--- config.mk ---
export PLATFORM = sky130hd
export DESIGN_NAME = hex_scan_ctrl
export DESIGN_NICKNAME = d
export VERILOG_FILES = /design/src/rtl/hex_scan_ctrl_pkg.sv /design/src/rtl/hex_scan_ctrl_hex_to_seg.sv /design/src/rtl/hex_scan_ctrl.sv
export SDC_FILE = /design/constraint.sdc
export NUM_CORES = 1
export LEC_CHECK = 0
export ABC_AREA = 1
export BUFFER_PORTS_ARGS = -buffer_cell sky130_fd_sc_hd__buf_2
export CAP_MARGIN = 20
export CORE_ASPECT_RATIO = 1.1
export CORE_UTILIZATION = 50
export CTS_CLUSTER_DIAMETER = 120
export CTS_CLUSTER_SIZE = 20
export DETAILED_ROUTE_END_ITERATION = 7
export GPL_TIMING_DRIVEN = 0
export HOLD_SLACK_MARGIN = 0.03
export PLACE_DENSITY = 0.75
export SYNTH_ARGS = -nofsm -noshare
export SYNTH_HDL_FRONTEND = slang
export SYNTH_SLANG_ARGS = --single-unit
--- constraint.sdc ---
create_clock -name clk -period 3.3 [get_ports clk]
set_clock_uncertainty 0.05 [all_clocks]
set_input_delay 0 -clock clk [delete_from_list [all_inputs] [get_ports clk]]
set_output_delay 0 -clock clk [all_outputs]
set_load 0.01 [all_outputs]
--- src/rtl/hex_scan_ctrl_pkg.sv ---
// Shared display definitions for the multiplexed 7-segment scan controller.
package hex_scan_ctrl_pkg;

    localparam int NUM_DIGITS = 4;

    typedef enum logic {
        BLANK = 1'b0,
        ON    = 1'b1
    } slot_state_t;

    localparam logic [6:0] SEG_OFF = 7'b0000000;

endpackage

--- src/rtl/hex_scan_ctrl_hex_to_seg.sv ---
// Hex nibble to abcdefg segment pattern (active-high, bit 6 = a, bit 0 = g).
module hex_to_seg
    import hex_scan_ctrl_pkg::*;
(
    input  logic [3:0] nibble,
    output logic [6:0] seg
);

    always_comb begin
        seg = SEG_OFF;
        case (nibble)
            4'h0: seg = 7'b1111110;
            4'h1: seg = 7'b0110000;
            4'h2: seg = 7'b1101101;
            4'h3: seg = 7'b1111001;
            4'h4: seg = 7'b0110011;
            4'h5: seg = 7'b1011011;
            4'h6: seg = 7'b1011111;
            4'h7: seg = 7'b1110000;
            4'h8: seg = 7'b1111111;
            4'h9: seg = 7'b1111011;
            4'hA: seg = 7'b1110111;
            4'hB: seg = 7'b0011111;
            4'hC: seg = 7'b1001110;
            4'hD: seg = 7'b0111101;
            4'hE: seg = 7'b1001111;
            4'hF: seg = 7'b1000111;
            default: seg = SEG_OFF;
        endcase
    end

endmodule

--- src/rtl/hex_scan_ctrl.sv ---
// 4-digit 7-segment scan controller: handshaked 16-bit value, frame-aligned
// commit, per-slot dead time, all pin outputs registered.
module hex_scan_ctrl
    import hex_scan_ctrl_pkg::*;
#(
    parameter int DIGIT_TICKS = 50000,
    parameter int BLANK_TICKS = 500
) (
    input  logic                  clk,
    input  logic                  rst_n,
    input  logic [15:0]           data,
    input  logic                  data_valid,
    output logic                  data_ready,
    input  logic [NUM_DIGITS-1:0] digit_en,
    output logic [NUM_DIGITS-1:0] anodes,
    output logic [6:0]            segments,
    output logic                  frame_start
);

    localparam int CNT_W = $clog2(DIGIT_TICKS);
    localparam logic [CNT_W-1:0] BLANK_LAST = CNT_W'(BLANK_TICKS - 1);
    localparam logic [CNT_W-1:0] ON_FIRST   = CNT_W'(BLANK_TICKS);
    localparam logic [CNT_W-1:0] SLOT_LAST  = CNT_W'(DIGIT_TICKS - 1);

    slot_state_t           state, state_next;
    logic [CNT_W-1:0]      cnt, cnt_next;
    logic [1:0]            dig, dig_next;
    logic [15:0]           disp, shadow;
    logic                  pending;
    logic                  frame_edge, commit, accept;
    logic [15:0]           view;
    logic [3:0]            nibble;
    logic [NUM_DIGITS-1:0] onehot;
    logic [6:0]            seg_dec;

    always_ff @(posedge clk) begin
        if (!rst_n) begin
            state <= BLANK;
            cnt   <= '0;
            dig   <= '0;
        end else begin
            state <= state_next;
            cnt   <= cnt_next;
            dig   <= dig_next;
        end
    end

    always_comb begin
        state_next = state;
        cnt_next   = cnt + 1'b1;
        dig_next   = dig;
        case (state)
            BLANK: begin
                if (cnt == BLANK_LAST) state_next = ON;
            end
            ON: begin
                if (cnt == SLOT_LAST) begin
                    cnt_next   = '0;
                    dig_next   = dig + 2'd1;
                    state_next = BLANK;
                end
            end
            default: state_next = BLANK;
        endcase
    end

    // Output registers lag the slot state by one edge, so the commit edge is
    // the same edge that turns digit 0 on; bypass the shadow onto that edge.
    assign frame_edge = (state == ON) && (dig == 2'd0) && (cnt == ON_FIRST);
    assign commit     = frame_edge && pending;
    assign accept     = data_valid && data_ready && !pending;
    assign view       = commit ? shadow : disp;
    assign nibble     = view[{dig, 2'b00} +: 4];
    assign onehot     = NUM_DIGITS'(1) << dig;

    hex_to_seg u_hex_to_seg (
        .nibble (nibble),
        .seg    (seg_dec)
    );

    always_ff @(posedge clk) begin
        if (!rst_n) begin
            disp    <= '0;
            shadow  <= '0;
            pending <= 1'b0;
        end else if (commit) begin
            disp    <= shadow;
            pending <= 1'b0;
        end else if (accept) begin
            shadow  <= data;
            pending <= 1'b1;
        end
    end

    always_ff @(posedge clk) begin
        if (!rst_n) begin
            anodes      <= '1;
            segments    <= SEG_OFF;
            frame_start <= 1'b0;
            data_ready  <= 1'b1;
        end else begin
            data_ready  <= !pending;
            frame_start <= frame_edge;
            if (state == ON) begin
                anodes   <= digit_en[dig] ? ~onehot : '1;
                segments <= seg_dec;
            end else begin
                anodes   <= '1;
                segments <= SEG_OFF;
            end
        end
    end

endmodule

* Yosys cells after proc, flatten, opt, wreduce, memory -nomap -nowiden
Memories as Yosys holds them, arrays and structs flattened. A register that Yosys moved wholly into a read port is not among the register bits.
Cells that the tools add are included.
** Word-level totals
- Bits in registers :: 58
- ROM bits :: 112
- Input bits :: 23
- Output and inout bits :: 13
- Word-level logic and storage cells :: 43
- Memories kept :: 1
** Cells by class
- $add $sub $neg :: 2
- $lt $le $gt $ge :: 1
- Equality and inequality tests :: 3
- Shift operators :: 2
- Mux-type cells :: 8
- Bitwise logic cells :: 4
- Reductions and logical operators :: 13
** Memory list
- (name not given) :: depth 16, bits a word 7, rd ports 1, clocked after Yosys merged registers in 1, wr ports 0, RTL line hex_scan_ctrl_hex_to_seg.sv:11 : case (nibble)
** Operators with widths (count)
- 2-to-1 mux 16 bit :: 3
- == test 16 x 9 -> 1 bit (second input constant) :: 2
- adder 16 x 1 -> 16 bit (second input constant) :: 1
- == test 16 bit (second input constant) :: 1
- indexed part select 16 x 5 -> 4 bit :: 1
- AND reduction 2 bit :: 3
- logical AND 1 bit :: 5
- inverter 4 bit :: 1
- left shift 1 x 2 -> 4 bit (first input constant) :: 1
- < comparator 2 x 3 -> 1 bit (second input constant) :: 1
- 2-to-1 mux 1 bit :: 3
- inverter 1 bit :: 3
- AND reduction 3 bit :: 1
- adder 2 x 1 -> 2 bit (second input constant) :: 1
- binary-select mux 1 bit (select 2 bit) :: 1
- zero test 1 bit :: 2
- zero test 2 bit :: 1
- case mux 1 bit (2 select lines) :: 1
- OR reduction 2 bit :: 1

* Logic depth before layout (Yosys ltp)
- Depth after elaboration :: 6
- Gate-level depth with buffers :: 22
- Depth with buffers taken out :: 20

* By module
A second synthesis with hierarchy kept.
** Second synthesis, totals
- Cell total of the unflattened synthesis :: 446
- Area, all modules :: 3141.8 µm²
** By module, submodules not included
- hex_scan_ctrl :: instances 1, cells an instance 394, area an instance 2871.5 µm², sequential area each 1301.2 µm²
- hex_to_seg :: instances 1, cells an instance 52, area an instance 270.3 µm², sequential area each 0.0 µm²

* Worst setup path after synthesis
No wires, ideal clock.
- Path kind :: register -> register
- From :: register dig[0]
- To :: register segments[0]
- Library setup time :: 0.117 ns
- Arrival :: 2.498 ns
- Data required time :: 3.133 ns
- Setup slack :: 0.635 ns
- Cell stages (with the launch flop) :: 20
- Path buffers :: 3
- Clock period less this slack :: 2.665 ns
- Path through :: dfxtp_1 > inv_1 > buf_2 > ha_1 > nand2_1 > nor2_1 > nand2_1 > nor2_4 > nand3_4 > buf_6 > buf_6 > o21ai_2 > nand2_1 > nand3_2 > nand2_1 > inv_1 > ha_1 > nand3_1 > o21ai_0 > nor2_1
** On the way
- Cells in the longest elaborated chain, start to end :: 6
** Ends and longest elaborated chain
- start: declaration :: RTL line hex_scan_ctrl.sv:27 : logic [1:0] dig, dig_next;
- start signal: assignment :: RTL line hex_scan_ctrl.sv:44 : dig <= dig_next;
- zero test 2 bit :: RTL line hex_scan_ctrl.sv:69 : assign frame_edge = (state == ON) && (dig == 2'd0) && (cnt == ON_FIRST);
- logical AND 1 bit (2 in a row) :: RTL line hex_scan_ctrl.sv:69
- logical AND 1 bit :: RTL line hex_scan_ctrl.sv:70 : assign commit = frame_edge && pending;
- 2-to-1 mux 16 bit
- indexed part select 16 x 5 -> 4 bit * :: RTL line hex_scan_ctrl.sv:73 : assign nibble = view[{dig, 2'b00} +: 4];
- end: declaration :: RTL line hex_scan_ctrl.sv:16 : output logic [6:0] segments,
Mark *: on every way between the ends. The rest lies on a longest branch, timed or not.
A chain may end at the register's enable or synchronous reset.

* Final worst setup path
Same ends and word-level chain as after synthesis.

==> metrics.yaml <==
status:
  status: "finished, final reports clean"
setup_path:
  r2r_cells: 19
  crit_required_ns: 3.49
  timing.rr.end: "segments[0]$_SDFF_PN0_"
  worstPathArrival_ns: 3.14
  crit_fanout: 11
  r2r-start: "dig[0]$_SDFFE_PN0P_"
  r2r_slack_ns: 0.34
  critPathCaptureType: "flop"
  path_class: "reg2reg"
  critical_path.startpoint_type: "flop"
placement:
  portBuffers: 35
  place_hpwl_mm: 4.48
  post-place-ws_ns: 0.0895
  place_congestion: 0.835
synth:
  synth_area_leaders: "dfxtp_1, nand2_1, nor2_1"
  muxShareOfSynthArea_pct: 0
  yosysWarnings: 0
  yosysTopAreaCellShare_pct: 43.7
  syn_nets: 432
  synth_compound_area_share_pct: 11.9
  synthesis.area_um2: 2980
  ys_dominant_reg_cell: "dfxtp_1"
  post-synth-top-count-cell: "nand2_1"
  synth_largest_area_cell: "dfxtp_1"
  seq_area_frac_synth_pct: 43.7
  synthAdderAreaFrac_pct: 5.46
  synth_seq_cells: 65
  synth_xor_area_share_pct: 0.882
  synth_top_family_by_area: "simple AND/OR/NAND/NOR gates"
  synth_edf_count: 0
  async_reset_ff_share_pct: 0
  yosys.area_share.simple_pct: 30.0
  ys_types: 35
  syn_inst: 396
  syn_area_per_cell_um2: 7.53
  synthTopCellsByCount: "nand2_1, dfxtp_1, nor2_1"
timing:
  tns_ns: 0
  setup_viol: 0
  finalHoldViolCount: 0
  fmax_mhz: 338
  rsz0062_at_grt: "false"
  maxSlewViolCount: 0
  min_period_ns: 2.96
  slew_headroom_pct: 65.6
  fin_crit_sh_pct: 89.6
  tightest_slew_ns: 0.516
  worst_slack_ns: 0.344
  fin_hold_ws_ns: 0.0585
global_route:
  grt_max_degree: 12
  grt_pass1_wl_mm: 11.0
  antenna_found_initial: 0
  grt_pass1_vias: 2531
  overflow: 0
  track_usage_pct: 23.1
final_layout:
  regArea_um2: 1300
  layout-drive-gt1-share_pct: 17.8
  n_fill_cell: 517
  n_antenna_cell: 0
  multiInputGateArea_um2: 1440
  post-route-util_pct: 63.7
  area_growth_syn_to_layout_pct: 23.3
  nets: 498
route:
  drt_iter0_markers: 107
  drc: 0
  vias: 2706
  final_antenna_net_count: 0
  wl_per_cell_um: 11.6
  dr.pass1.iters: 4
  drt-total-wl_mm: 6.29
  avgViaCountPerCell: 4.97
clocking:
  cts_max_level: 3
  clockBufferDepth: 2
  cts-root-buf: "clkbuf_8"
  worst_skew_pair.late_latency_ns: 0.34
  cts-buffers-inserted: 9
  cts_tree: "built"
  clk_pin_slew_worst_paths_ns: 0.07
  cts_sinks: 65
floorplan:
  core_area_um2: 5770
  io_pins: 36
  start_util_pct: 51.7
  die_x_um: 75.6
  die_area_um2: 6270
  die_h_um: 83.0
  row_count: 29
worst_hold_path:
  whs_endpoint: "anodes[1]$_SDFF_PN1_"
  hold_class: "in2reg"
  hp-start: "digit_en[3]"
  whs_path_depth: 4
flow_run:
  drv_cap: 0
power:
  leakage_nw: 1.61
  power.density_nw_per_um2: 454
  ir_worst_vdd_v: 0.000300
power breakdown:
| part | switching [mW] | total [mW] | leakage (nW) | internal (mW) |
|---|---|---|---|---|
| combinational | 0.0547 | 0.0985 | 0.970 | 0.0438 |
| sequential | 0.0120 | 0.820 | 0.529 | 0.808 |
| clock | 0.306 | 0.751 | 0.113 | 0.445 |
| total | 0.373 | 1.67 | 1.61 | 1.30 |
registers in the layout, indices dropped and copies added (netlist names):
signal,cells
cnt,16
frame_start,1
pending,1
state,1
data_ready,1
disp,16
anodes,4
dig,2
shadow,16
segments,7
critical path: stages, from the launching register on:
cell and delay, ns:
dfxtp_1 0.38, inv_2 0.14, buf_4 0.20, ha_1 0.19, nand2_1 0.06, nor2_1 0.08, nand2_1 0.09, nor2_4 0.19
nand3_4 0.11, buf_6 0.17, buf_6 0.15, o21ai_2 0.14, nand2_1 0.09, nand3_2 0.09, nand2_2 0.09, inv_1 0.15
ha_1 0.17, nand3_1 0.09, o21ai_0 0.16, nor2_1 0.06
stage by stage:
| stage | cells | cell area, um2 | total power [mW] |
|---|---|---|---|
| after global placement | 508 | 3250 | 0.916 |
| after CTS | 541 | 3640 | 1.68 |
| after floorplan | 396 | 2980 | 0.888 |
| after global routing | 544 | 3670 | 1.74 |
| after detailed placement | 508 | 3250 | 0.920 |
| final | 544 | 3670 | 1.67 |
metal layers:
layer | global-route usage, % | vias up | wire [um]
met1 | 30.8 | 1204 | 2990
met4 | 10.4 | 0 | 153
met2 | 35.1 | 66 | 2890
li1 | - | 1423 | -
met3 | 5.46 | 13 | 258
met5 | 0 | - | 0
layout by cell type, fill, tap and decap left out, types with 3 or more instances in the layout:
master,synthesis,final
nand3_2,4,4
ha_1,13,13
clkbuf_8,0,10
inv_1,40,39
dfxtp_1,65,64
dlygate4sd3_1,0,17
nand2_1,75,74
buf_2,2,36
o21ai_2,5,5
buf_4,1,5
nor3b_1,4,4
nor3_1,6,6
nand4_1,7,7
inv_2,2,3
nor2_1,58,58
nand3_1,28,28
nand2_2,3,4
a21oi_1,26,26
o21ai_0,25,25
clkbuf_1,6,7
cells by family (layout without fill, tap and decap cells):
logic type	Yosys count	after routing
AND/OR/NAND/NOR	195	195
XOR/XNOR	3	3
flip-flops	65	65
adder cells (fa/ha/maj)	13	13
buffers and inverters	57	128
AO/OA/AOI/OAI	63	63
final cells by class:
| type | count | area share (%) |
|---|---|---|
| multi-input combinational | 274 | 39.2 |
| clock inverter | 5 | 2.15 |
| inverter | 46 | 4.94 |
| timing repair buffer | 55 | 10.0 |
| tap | 77 | 2.62 |
| sequential | 65 | 35.4 |
| clock buffer | 11 | 3.85 |
| buffer | 11 | 1.77 |
worst max path at each step:
| stage | start | end | slack (ns) | cells after the start |
|---|---|---|---|---|
| 5_1_grt | dig[0]$_SDFFE_PN0P_ | segments[1]$_SDFF_PN0_ | 0.004 | 21 |
| 3_5_place_dp | dig[1]$_SDFFE_PN0P_ | segments[0]$_SDFF_PN0_ | 0.09 | 19 |
| 3_3_place_gp | dig[1]$_SDFFE_PN0P_ | segments[0]$_SDFF_PN0_ | 0.17 | 19 |
| 6_report | dig[0]$_SDFFE_PN0P_ | segments[0]$_SDFF_PN0_ | 0.34 | 19 |
| 4_1_cts | dig[1]$_SDFFE_PN0P_ | segments[0]$_SDFF_PN0_ | 0.07 | 19 |
| 2_1_floorplan | dig[0]$_SDFFE_PN0P_ | segments[0]$_SDFF_PN0_ | 0.64 | 19 |
timing repair:
item                       in CTS  in global routing
hold endpoints to repair       21                  0
gates resized for setup         0                  6
buffers inserted                0                  3
hold buffers                   17                  0
setup endpoints to repair       0                  7
Power figures use the tool's default switching activity.
